## config.mk

```make
export PLATFORM = sky130hd
export DESIGN_NAME = clockworks
export DESIGN_NICKNAME = d
export VERILOG_FILES = /design/src/rtl/clockworks_pkg.sv /design/src/rtl/clockworks_reset_stretcher.sv /design/src/rtl/clockworks.sv
export SDC_FILE = /design/constraint.sdc
export NUM_CORES = 1
export LEC_CHECK = 0
export ABC_AREA = 1
export ABC_CLOCK_PERIOD_IN_PS = 4200
export BUFFER_PORTS_ARGS = -buffer_cell sky130_fd_sc_hd__buf_2
export CAP_MARGIN = 10
export CORE_MARGIN = 2
export CORE_UTILIZATION = 35
export CTS_CLUSTER_DIAMETER = 50
export DETAILED_ROUTE_END_ITERATION = 8
export PLACE_DENSITY = 0.51
export SLEW_MARGIN = 40
export SYNTH_ARGS = -nofsm -noshare
export SYNTH_HDL_FRONTEND = slang
export SYNTH_HIERARCHICAL = 1
export SYNTH_SLANG_ARGS = --single-unit
```

## constraint.sdc

```tcl
create_clock -name clock_in -period 4.2 [get_ports clock_in]
set_input_delay 0.63 -clock clock_in [delete_from_list [all_inputs] [get_ports clock_in]]
set_output_delay 0.63 -clock clock_in [all_outputs]
set_load 0.1 [all_outputs]
```

## src/rtl/clockworks_pkg.sv

```systemverilog
// Shared constants and helpers for the clockworks clock/reset block.
package clockworks_pkg;

    localparam int HOLD_W   = 8;
    localparam int HOLD_MIN = 1;
    localparam int HOLD_MAX = (1 << HOLD_W) - 1;

    function automatic logic [HOLD_W-1:0] to_hold(input int n);
        return n[HOLD_W-1:0];
    endfunction

endpackage

```

## src/rtl/clockworks_reset_stretcher.sv

```systemverilog
// Holds reset_n low for a fixed number of wrap strobes after RESET releases.
module clockworks_reset_stretcher
    import clockworks_pkg::*;
#(
    parameter logic [HOLD_W-1:0] HOLD = 8'd4
) (
    input  logic i_clk,
    input  logic i_reset,
    input  logic i_wrap,
    output logic o_reset_n
);

    // Initial values give the FPGA power-up state: as if RESET just released.
    logic [HOLD_W-1:0] r_hold  = '0;
    logic              r_rst_n = 1'b0;
    logic [HOLD_W-1:0] w_hold_next;

    assign w_hold_next = r_hold + {{(HOLD_W-1){1'b0}}, 1'b1};

    always_ff @(posedge i_clk) begin
        if (i_reset) begin
            r_hold  <= '0;
            r_rst_n <= 1'b0;
        end else if (!r_rst_n && i_wrap) begin
            r_hold <= w_hold_next;
            if (w_hold_next == HOLD) begin
                r_rst_n <= 1'b1;
            end
        end
    end

    assign o_reset_n = r_rst_n;

endmodule

```

## src/rtl/clockworks.sv

```systemverilog
// Power-of-two clock divider plus a reset stretched over whole slow-clock periods.
module clockworks
    import clockworks_pkg::*;
#(
    parameter int SLOW       = 21,
    parameter int RESET_HOLD = 4
) (
    input  logic clock_in,
    input  logic RESET,
    output logic clock_out,
    output logic reset_n_out
);

    logic w_wrap;

    generate
        if (SLOW == 0) begin : g_bypass
            // Hold logic then counts raw clock_in cycles.
            assign clock_out = clock_in;
            assign w_wrap    = 1'b1;
        end else begin : g_div
            logic [SLOW:0] r_div_cnt = '0;

            always_ff @(posedge clock_in) begin
                if (RESET) begin
                    r_div_cnt <= '0;
                end else begin
                    r_div_cnt <= r_div_cnt + {{SLOW{1'b0}}, 1'b1};
                end
            end

            assign clock_out = r_div_cnt[SLOW];
            assign w_wrap    = &r_div_cnt;
        end
    endgenerate

    clockworks_reset_stretcher #(
        .HOLD(to_hold(RESET_HOLD))
    ) u_stretcher (
        .i_clk     (clock_in),
        .i_reset   (RESET),
        .i_wrap    (w_wrap),
        .o_reset_n (reset_n_out)
    );

endmodule

```

==> results.json, run 1 <==
{
  "status": "completed",
  "clkLatencyLatePin_ns": 0.28,
  "finalNetCount": 248,
  "clk_pin_slew_worst_paths_ns": 0.06,
  "grt.total_usage_pct": 14.4,
  "whs_path_depth": 1,
  "period_share_pct": 50.2,
  "cts.path.max_buffers": 2,
  "rows": 24,
  "crit_path_max_fanout": 9,
  "chipHeight_um": 72.3,
  "drc_errors": 0,
  "wl_um": 3160,
  "clock_skew_ns": 0.00410,
  "wire_per_inst_um": 10.6,
  "synth_warnings": 6,
  "setup-tns-final_ns": 0,
  "layout_common_cells": "47 x nand2_1, 37 x inv_1, 33 x nor2_1",
  "cts_num_sinks": 31,
  "r2r-start": "g_div.r_div_cnt[0]",
  "cp.arrival_ns": 2.28,
  "yosys_register_bits": 31,
  "die_area_um2": 5230,
  "min_path_type": "reg -> reg",
  "setup.worst_path.end_class": "register",
  "io_buffers": 3,
  "r2r_cells": 12,
  "syn-num-nets": 240,
  "vias_per_cell": 4.78,
  "worstPathRequired_ns": 4.38,
  "finalWeightedCongestion": 0.781,
  "top_usage_layer": "met2",
  "syn_inst": 236,
  "crit_type": "reg -> reg",
  "dp_hpwl_um": 2370,
  "grt_pass1_vias": 1356,
  "drv_slew": 0,
  "synth_ff_type": "dfxtp_1",
  "fmax_mhz": 475,
  "dpl_cell_area_um2": 1700,
  "netlist-cell-type-count": 23,
  "final_core_util_pct": 40.4,
  "tightest_slew_ns": 0.484,
  "clock-root-buffer": "clkbuf_8",
  "grtUsageMet3_pct": 3.75,
  "hold_path.startpoint": "g_div.r_div_cnt[0]",
  "fp.coreArea_um2": 4410,
  "io-pin-count": 4,
  "grt_pass1_wl_um": 5900,
  "cts-resized-gates": 0,
  "max_slew_margin_pct": 68.0,
  "grt_use_met2_pct": 23.8,
  "cts_setup_buffers": 0,
  "period_minus_slack_ns": 2.11,
  "antennaDiodeCount": 0,
  "initial_core_util_pct": 37.0,
  "avgSynthCellArea_um2": 6.92,
  "grtUsageMet1_pct": 17.7,
  "grt.overflow.total": 0,
  "cellPowerDensity_nw_per_um2": 303,
  "placedCellCount": 289,
  "drt_iter0_drc": 69,
  "seq_area_frac_synth_pct": 38.0,
  "max-vdd-ir-drop_mv": 0.158,
  "cp-start-kind": "register",
  "grt_max_degree": 15,
  "ff2ff_setup_slack_ns": 2.09,
  "synthesis.area_um2": 1630,
  "leakagePower_nw": 0.713,
  "cts_buffers": 5,
  "syn2layout_area_growth_pct": 9.27,
  "ant_nets": 0,
  "fp.dieW_um": 72.3,
  "cts_tree": "done",
  "max_cap_violations": 0,
  "final_area_um2": 1780,
  "synth-edff-count": 0,
  "postCtsHoldBufs": 0,
  "drt_pass1_iterations": 4,
  "min_to": "g_div.r_div_cnt[0]",
  "stdcell_count": 297,
  "grt_setup_unrepaired": "false",
  "layout-drive-gt1-share_pct": 12.2,
  "antenna_found_initial": 0,
  "vias": 1421,
  "layout_commonest_cell": "nand2_1",
  "final-setup-viol-count": 0,
  "htreeDepth": 2,
  "async_reset_ff_share_pct": 0,
  "r2r-end": "u_stretcher/r_hold[7]",
  "hold_viol_final": 0
}
[cell families after synthesis]
logic type                 Yosys count  share of synthesized area [%]
DFF                                 31                           38.0
and+or+nand+nor                    128                           38.9
adders and majority gates            2                           1.53
AOI/OAI and AO/OA                   33                           11.1
buffers and inverters               40                           9.35
xor gates and xnor gates             2                           1.07
[Yosys cell counts, types with 3 or more instances]
cell | count | area share [%]
nand3_1 | 18 | 5.5
dfxtp_1 | 31 | 38
o21ai_0 | 9 | 2.8
nor3_1 | 3 | 0.92
nor2_4 | 7 | 4.8
inv_1 | 37 | 8.5
nor2_2 | 4 | 1.5
a21oi_1 | 18 | 5.5
nand4_1 | 8 | 3.1
nand2_1 | 47 | 11
nor2_1 | 33 | 7.6
nand2_2 | 4 | 1.5
[sequential cells by signal (all words and copies together) (netlist names)]
signal and cells:
u_stretcher/r_hold 8, g_div.r_div_cnt 22, u_stretcher/o_reset_n 1
[power by group]
| part | switching (mW) | internal, mW | leakage (nW) | total, mW |
|---|---|---|---|---|
| Combinational | 0.00957 | 0.00417 | 0.420 | 0.0137 |
| Clock | 0.112 | 0.116 | 0.0422 | 0.228 |
| Sequential | 0.00205 | 0.296 | 0.250 | 0.298 |
[worst max path at each step]
stage                                   start                    end  slack, ns  cells after the start
after global routing       g_div.r_div_cnt[0]  u_stretcher/r_hold[0]       1.78                     12
final                      g_div.r_div_cnt[0]  u_stretcher/r_hold[7]       2.09                     12
after CTS                  g_div.r_div_cnt[0]  u_stretcher/r_hold[7]       2.08                     12
after floorplan           g_div.r_div_cnt[21]  u_stretcher/o_reset_n       2.29                      8
after global placement     g_div.r_div_cnt[0]  u_stretcher/r_hold[0]       2.17                     12
after detailed placement   g_div.r_div_cnt[0]  u_stretcher/r_hold[7]       2.09                     12
[routing by layer]
metal  part of all wire, %  wire length [µm]  vias to the layer above
met5                     0                 0                        -
met4                   2.0                64                        0
met3                   2.7                86                        8
met2                    46              1450                       15
met1                    49              1560                      631
li1                      -                 -                      767
[area by class of cell]
type	instances	area, µm²
Fill cell	492	2630
Multi-Input combinational cell	165	860
Sequential cell	31	621
Inverter	38	143
Clock buffer	7	76.3
Tap cell	52	65.1
Timing Repair Buffer	3	15.0
Clock inverter	1	5.00
[critical path: stages, from the launching register on]
cell and delay (ns):
dfxtp_1 0.37, ha_1 0.20, nand2_2 0.09, nor2_4 0.16
nand2_4 0.11, nor2_8 0.11, nand3_2 0.07, nor2_1 0.10
inv_1 0.05, nor2_2 0.27, inv_1 0.20, o21ai_0 0.22
inv_1 0.05
[through the flow]
step	setup WS, ns	hold WS (ns)	power [mW]
2_1_floorplan	2.29	0.430	0.315
3_3_place_gp	2.17	0.448	0.319
3_5_place_dp	2.09	0.448	0.319
4_1_cts	2.08	0.468	0.549
5_1_grt	1.78	0.492	0.563
6_report	2.09	0.464	0.540
Note: power is estimated with default switching activity, not from simulation.
==> run 2: changes to the inputs <==
--- a/config.mk
+++ b/config.mk
@@ -5,15 +5,15 @@
 export SDC_FILE = /design/constraint.sdc
 export NUM_CORES = 1
 export LEC_CHECK = 0
-export ABC_AREA = 1
-export ABC_CLOCK_PERIOD_IN_PS = 4200
+export ABC_AREA = 0
+export ABC_CLOCK_PERIOD_IN_PS = 1900
 export BUFFER_PORTS_ARGS = -buffer_cell sky130_fd_sc_hd__buf_2
 export CAP_MARGIN = 10
 export CORE_MARGIN = 2
 export CORE_UTILIZATION = 35
 export CTS_CLUSTER_DIAMETER = 50
 export DETAILED_ROUTE_END_ITERATION = 8
-export PLACE_DENSITY = 0.51
+export PLACE_DENSITY = 0.53
 export SLEW_MARGIN = 40
 export SYNTH_ARGS = -nofsm -noshare
 export SYNTH_HDL_FRONTEND = slang
==> constraint.sdc (replaced) <==
create_clock -name clock_in -period 1.9 [get_ports clock_in]
set_input_delay 0.285 -clock clock_in [delete_from_list [all_inputs] [get_ports clock_in]]
set_output_delay 0.285 -clock clock_in [all_outputs]
set_load 0.1 [all_outputs]
==> run 2 against run 1 <==
Compared with the run above: die area shrank 13%; wire length shrank 1.2%; synthesized area is 14% lower; largest power group is now clock.
==> results.json, run 2 <==
{
  "initial_core_util_pct": 37.4,
  "fp.coreArea_um2": 3740,
  "fp.dieW_um": 67.2,
  "chipHeight_um": 67.2,
  "regMostFlops": "g_div.r_div_cnt",
  "ant_nets": 0,
  "r2r_cells": 7,
  "cts.path.max_buffers": 2,
  "crit_type": "reg -> reg",
  "layout_common_cells": "28 x dfxtp_1, 26 x buf_4, 17 x nor2_1",
  "synthesis.area_um2": 1400,
  "drt_iter0_drc": 68,
  "hold_path.startpoint": "RESET",
  "layout_commonest_cell": "dfxtp_1",
  "largest_reg_flops": 22,
  "clkLatencyLatePin_ns": 0.28,
  "setup.worst_path.end_class": "register",
  "avgSynthCellArea_um2": 8.86,
  "path_cells": "ha_4 -> nand4_1 -> nor3_2 -> and3_4 -> nand2b_4 -> or4_4 -> a21oi_2",
  "critPathBufInv": 0,
  "synth_top_family_by_area": "simple AND/OR/NAND/NOR gates",
  "hold_viol_final": 0,
  "grt_max_degree": 22,
  "clock-root-buffer": "clkbuf_8",
  "finalNetCount": 193,
  "netlist-cell-type-count": 34,
  "r2r-end": "u_stretcher/r_hold[6]",
  "postCtsHoldBufs": 0,
  "synth_compound_area_share_pct": 10.6,
  "synthMuxAreaShare_pct": 1.52,
  "fmax_mhz": 553,
  "cts_buffers": 5,
  "period_minus_slack_ns": 1.81,
  "whs_path_depth": 2,
  "grt.overflow.total": 0,
  "cellPowerDensity_nw_per_um2": 742,
  "synth_area_leaders": "dfxtp_1 44%, a21oi_1 4.6%, nor2_1 4.6%, xor2_1 4.4%, xnor2_1 3.8%",
  "max_cap_violations": 0,
  "final_core_util_pct": 49.2,
  "vias": 1265,
  "layout-drive-gt1-share_pct": 31.6,
  "grt_setup_unrepaired": "false",
  "wire_per_inst_um": 13.1,
  "cpPeakStageDelay_ns": 0.52,
  "synth_xor_area_share_pct": 8.13,
  "max_slew_margin_pct": 67.8,
  "min_to": "g_div.r_div_cnt[0]",
  "drt_pass1_iterations": 4,
  "multi_input_area_um2": 823,
  "synth_top_cell_by_area": "dfxtp_1",
  "cp-start-kind": "register",
  "clock_skew_ns": 0.00402,
  "max-vdd-ir-drop_mv": 0.435,
  "drv_slew": 0,
  "setup-tns-final_ns": 0,
  "die_area_um2": 4520,
  "yosys_register_bits": 31,
  "async_reset_ff_share_pct": 0,
  "grt_pass1_vias": 1189,
  "crit_start": "g_div.r_div_cnt[1]",
  "grt_pass1_wl_um": 5270,
  "rows": 22,
  "wl_um": 3120,
  "syn-num-nets": 162,
  "io-pin-count": 4,
  "synth_warnings": 6,
  "vias_per_cell": 5.32,
  "yosys.area.top_type_share_pct": 44.3,
  "dp_hpwl_um": 2090,
  "syn_inst": 158,
  "r2r-start": "g_div.r_div_cnt[1]",
  "htreeDepth": 2,
  "synth_ff_type": "dfxtp_1",
  "leakagePower_nw": 0.652,
  "clk_pin_slew_worst_paths_ns": 0.07,
  "crit_path_max_fanout": 8,
  "grt.total_usage_pct": 15.8,
  "ff2ff_setup_slack_ns": 0.09,
  "period_share_pct": 95.2,
  "status": "completed",
  "antennaDiodeCount": 0,
  "io_buffers": 3,
  "synth_common_cells": "31 x dfxtp_1, 17 x nor2_1, 13 x a21oi_1",
  "syn2layout_area_growth_pct": 31.6,
  "synthSimpleGateAreaFrac_pct": 31.1,
  "totalPowerFinal_mw": 1.37,
  "synth-edff-count": 0,
  "finalWeightedCongestion": 0.737,
  "slowest_stage": "or4_4",
  "yosys.area_share.adder_pct": 1.79,
  "yosysMostFrequentCell": "dfxtp_1",
  "cp.arrival_ns": 2.02,
  "cpLargestDelayFamily": "simple AND/OR/NAND/NOR gates",
  "worstPathRequired_ns": 2.12,
  "nFillCells": 372,
  "whs_ns": 0.412,
  "tightest_slew_ns": 0.487,
  "seq_area_um2": 624,
  "antenna_found_initial": 0,
  "cts_num_sinks": 31,
  "seq_area_frac_synth_pct": 44.3,
  "final-setup-viol-count": 0,
  "cts_tree": "done",
  "min_path_type": "in -> reg",
  "drc_errors": 0
}
==> run 2: cell type report <==
class	instances	area share [%]
flip-flops and latches	31	33.9
inverters	2	0.407
multi-input cells	120	44.7
clock inverters	2	1.90
well taps	48	3.26
clock buffers	6	4.48
repair buffers	29	11.4
==> run 2: worst max path at each step <==
stage               depth (start not counted)                    end  slack, ns
floorplan                                   7  u_stretcher/r_hold[5]       0.02
global placement                            7  u_stretcher/r_hold[6]       0.07
detailed placement                          7  u_stretcher/r_hold[5]      -0.01
CTS                                         7  u_stretcher/r_hold[5]      0.001
global route                                7  u_stretcher/r_hold[6]      0.009
finish                                      7  u_stretcher/r_hold[6]       0.09
==> run 2: cell families (layout without fill, tap and decap cells) <==
group,Yosys count,in the layout
adders and majority gates,2,2
buffers and inverters,7,39
xor gates and xnor gates,13,13
muxes,2,2
and+or+nand+nor,76,76
AOI/OAI and AO/OA,27,27
DFF,31,31
==> run 2: through the flow <==
| step | setup WS (ns) | cells | area, µm² |
|---|---|---|---|
| after floorplan | 0.0156 | 158 | 1430 |
| after global placement | 0.0695 | 223 | 1620 |
| after detailed placement | -0.0124 | 223 | 1620 |
| after CTS | 0.00103 | 236 | 1780 |
| after global routing | 0.00909 | 238 | 1840 |
| final | 0.0918 | 238 | 1840 |
==> run 2: power breakdown <==
group	switching [mW]	leakage [nW]	internal (mW)
sequential	0.00483	0.251	0.656
clock	0.242	0.0612	0.424
combinational	0.0227	0.340	0.0178
total	0.270	0.652	1.10
==> run 2: layer usage <==
| metal | vias up | share of wire, % | GRT usage, % |
|---|---|---|---|
| met1 | 605 | 47 | 19.8 |
| met3 | 4 | 3.0 | 4.00 |
| met2 | 18 | 49 | 24.8 |
| met4 | 0 | 1.3 | 8.42 |
| met5 | - | 0 | 0 |
| li1 | 638 | - | - |
==> run 2: what timing repair did <==
| item | 4_1_cts | 5_1_grt |
|---|---|---|
| pin swaps | 4 | 10 |
| endpoints found under the setup margin | 3 | 6 |
| gates resized for setup | 3 | 10 |
| setup buffers | 5 | 2 |
| hold endpoints to repair | 0 | 0 |
==> run 3: changes to the inputs <==
==> constraint.sdc (replaced) <==
create_clock -name clock_in -period 1.9 [get_ports clock_in]
set_input_delay 0.095 -clock clock_in [delete_from_list [all_inputs] [get_ports clock_in]]
set_output_delay 0.095 -clock clock_in [all_outputs]
set_load 0.1 [all_outputs]
==> run 3 against run 2 <==
Compared with the run above: highest routed layer unchanged; sequential power is essentially flat; setup slack got worse by 0.062 ns; register-to-register slack got worse by 0.06 ns; combinational power is 20% lower; clock skew up 0.0047 ns; first-iteration DRC count is 29% lower; design area shrank 2.0%; global-route usage is 0.67 points lower; final cell count decreased by 0.42%; clock-buffer cell count up 2; via count shrank 2.0%; total power is 7.7% lower.
==> results.json, run 3 (synthesized netlist as in run 2, its figures left out) <==
{
  "fmax_mhz": 535,
  "final-setup-viol-count": 0,
  "leakagePower_nw": 0.632,
  "layout_commonest_cell": "dfxtp_1",
  "syn2layout_area_growth_pct": 29.0,
  "nFillCells": 385,
  "htreeDepth": 2,
  "max_cap_violations": 0,
  "layout-drive-gt1-share_pct": 28.6,
  "seq_area_um2": 629,
  "r2r-start": "g_div.r_div_cnt[1]",
  "cp.arrival_ns": 2.08,
  "grt_pass1_wl_um": 5120,
  "grt.overflow.total": 0,
  "multi_input_area_um2": 806,
  "worstPathRequired_ns": 2.11,
  "cts_tree": "done",
  "hold_path.startpoint": "RESET",
  "crit_type": "reg -> reg",
  "fp.dieW_um": 67.2,
  "finalWeightedCongestion": 0.722,
  "clk_pin_slew_worst_paths_ns": 0.07,
  "drt_iter0_drc": 48,
  "status": "completed",
  "cp-start-kind": "register",
  "die_area_um2": 4520,
  "cts_num_sinks": 31,
  "grt_pass1_vias": 1169,
  "setup.worst_path.end_class": "register",
  "grt_max_degree": 34,
  "fp.coreArea_um2": 3740,
  "finalNetCount": 192,
  "regMostFlops": "g_div.r_div_cnt",
  "antenna_found_initial": 0,
  "cpPeakStageDelay_ns": 0.49,
  "slowest_stage": "or4_4",
  "period_share_pct": 98.4,
  "ant_nets": 0,
  "dp_hpwl_um": 2010,
  "drt_pass1_iterations": 4,
  "max-vdd-ir-drop_mv": 0.288,
  "wl_um": 3100,
  "min_to": "g_div.r_div_cnt[0]",
  "clock-root-buffer": "clkbuf_8",
  "drv_slew": 0,
  "drc_errors": 0,
  "wire_per_inst_um": 13.1,
  "vias_per_cell": 5.23,
  "rows": 22,
  "path_cells": "ha_4 -> nand4_1 -> nor3_2 -> and3_4 -> nand2b_4 -> or4_4 -> a21oi_2",
  "cts.path.max_buffers": 2,
  "postCtsHoldBufs": 0,
  "antennaDiodeCount": 0,
  "setup_slack_ns": 0.0300,
  "initial_core_util_pct": 37.4,
  "crit_path_max_fanout": 8,
  "vias": 1240,
  "ff2ff_setup_slack_ns": 0.03,
  "cellPowerDensity_nw_per_um2": 699,
  "hold_viol_final": 0,
  "period_minus_slack_ns": 1.87,
  "whs_path_depth": 2,
  "tightest_slew_ns": 0.635,
  "clock_skew_ns": 0.00873,
  "min_path_type": "in -> reg",
  "clkLatencyLatePin_ns": 0.28,
  "io_buffers": 3,
  "totalPowerFinal_mw": 1.26,
  "r2r-end": "u_stretcher/r_hold[5]",
  "setup-tns-final_ns": 0,
  "r2r_cells": 7,
  "grt_setup_unrepaired": "true",
  "cts_buffers": 5,
  "largest_reg_flops": 22,
  "io-pin-count": 4,
  "grt.total_usage_pct": 15.1,
  "post-place-ws_ns": -0.00802,
  "chipHeight_um": 67.2,
  "layout_common_cells": "28 x dfxtp_1, 25 x buf_4, 17 x nor2_1",
  "max_slew_margin_pct": 57.7
}
run 3: worst max-delay path by stage:
| stage | to | depth (start not counted) | slack [ns] | startpoint |
|---|---|---|---|---|
| floorplan | u_stretcher/r_hold[5] | 7 | 0.02 | g_div.r_div_cnt[12] |
| global placement | u_stretcher/r_hold[6] | 7 | 0.06 | g_div.r_div_cnt[0] |
| detailed placement | u_stretcher/r_hold[6] | 7 | -0.008 | g_div.r_div_cnt[1] |
| CTS | u_stretcher/r_hold[7] | 7 | 0.006 | g_div.r_div_cnt[1] |
| global route | u_stretcher/r_hold[5] | 7 | -0.08 | g_div.r_div_cnt[1] |
| finish | u_stretcher/r_hold[5] | 7 | 0.03 | g_div.r_div_cnt[1] |
run 3: stage by stage:
stage | instances | instance area (µm²) | hold WS [ns] | utilization [%]
global placement | 222 | 1610 | 0.441 | 43.0
detailed placement | 222 | 1610 | 0.451 | 43.0
finish | 237 | 1810 | 0.305 | 48.2
floorplan | 158 | 1430 | 0.159 | -
CTS | 232 | 1730 | 0.286 | 46.1
global route | 237 | 1810 | 0.353 | 48.2
run 3: worst max-delay path, delay by kind of cell (launching register included):
kind / cells / cell delay [ns]
adders and majority gates: 1 / 0.15
DFF: 1 / 0.37
AOI/OAI and AO/OA: 1 / 0.12
and+or+nand+nor: 5 / 1.18
run 3: cell type report:
class / instances / area share (%)
tap: 48 / 3.33
clock buffer: 8 / 5.54
sequential: 31 / 34.9
multi-input combinational: 120 / 44.6
inverter: 2 / 0.416
timing repair buffer: 28 / 11.2
run 3: metal layers:
layer	track usage, %	share of wire [%]	vias to the layer above
met5	0	0	-
met4	7.65	1.4	0
met3	4.00	2.8	5
met2	24.8	47	20
met1	18.1	49	580
li1	-	-	635
run 3: report_power, final:
part	switching (mW)	internal, mW	leakage (nW)
Clock	0.238	0.330	0.0515
Combinational	0.0194	0.0131	0.329
Sequential	0.00560	0.655	0.252
Total	0.263	0.999	0.632
run 3: timing repair:
| action | CTS | global route |
|---|---|---|
| endpoints found under the setup margin | 3 | 8 |
| resized for setup | 1 | 11 |
| setup buffers | 2 | 5 |
| pin swaps | 3 | 10 |
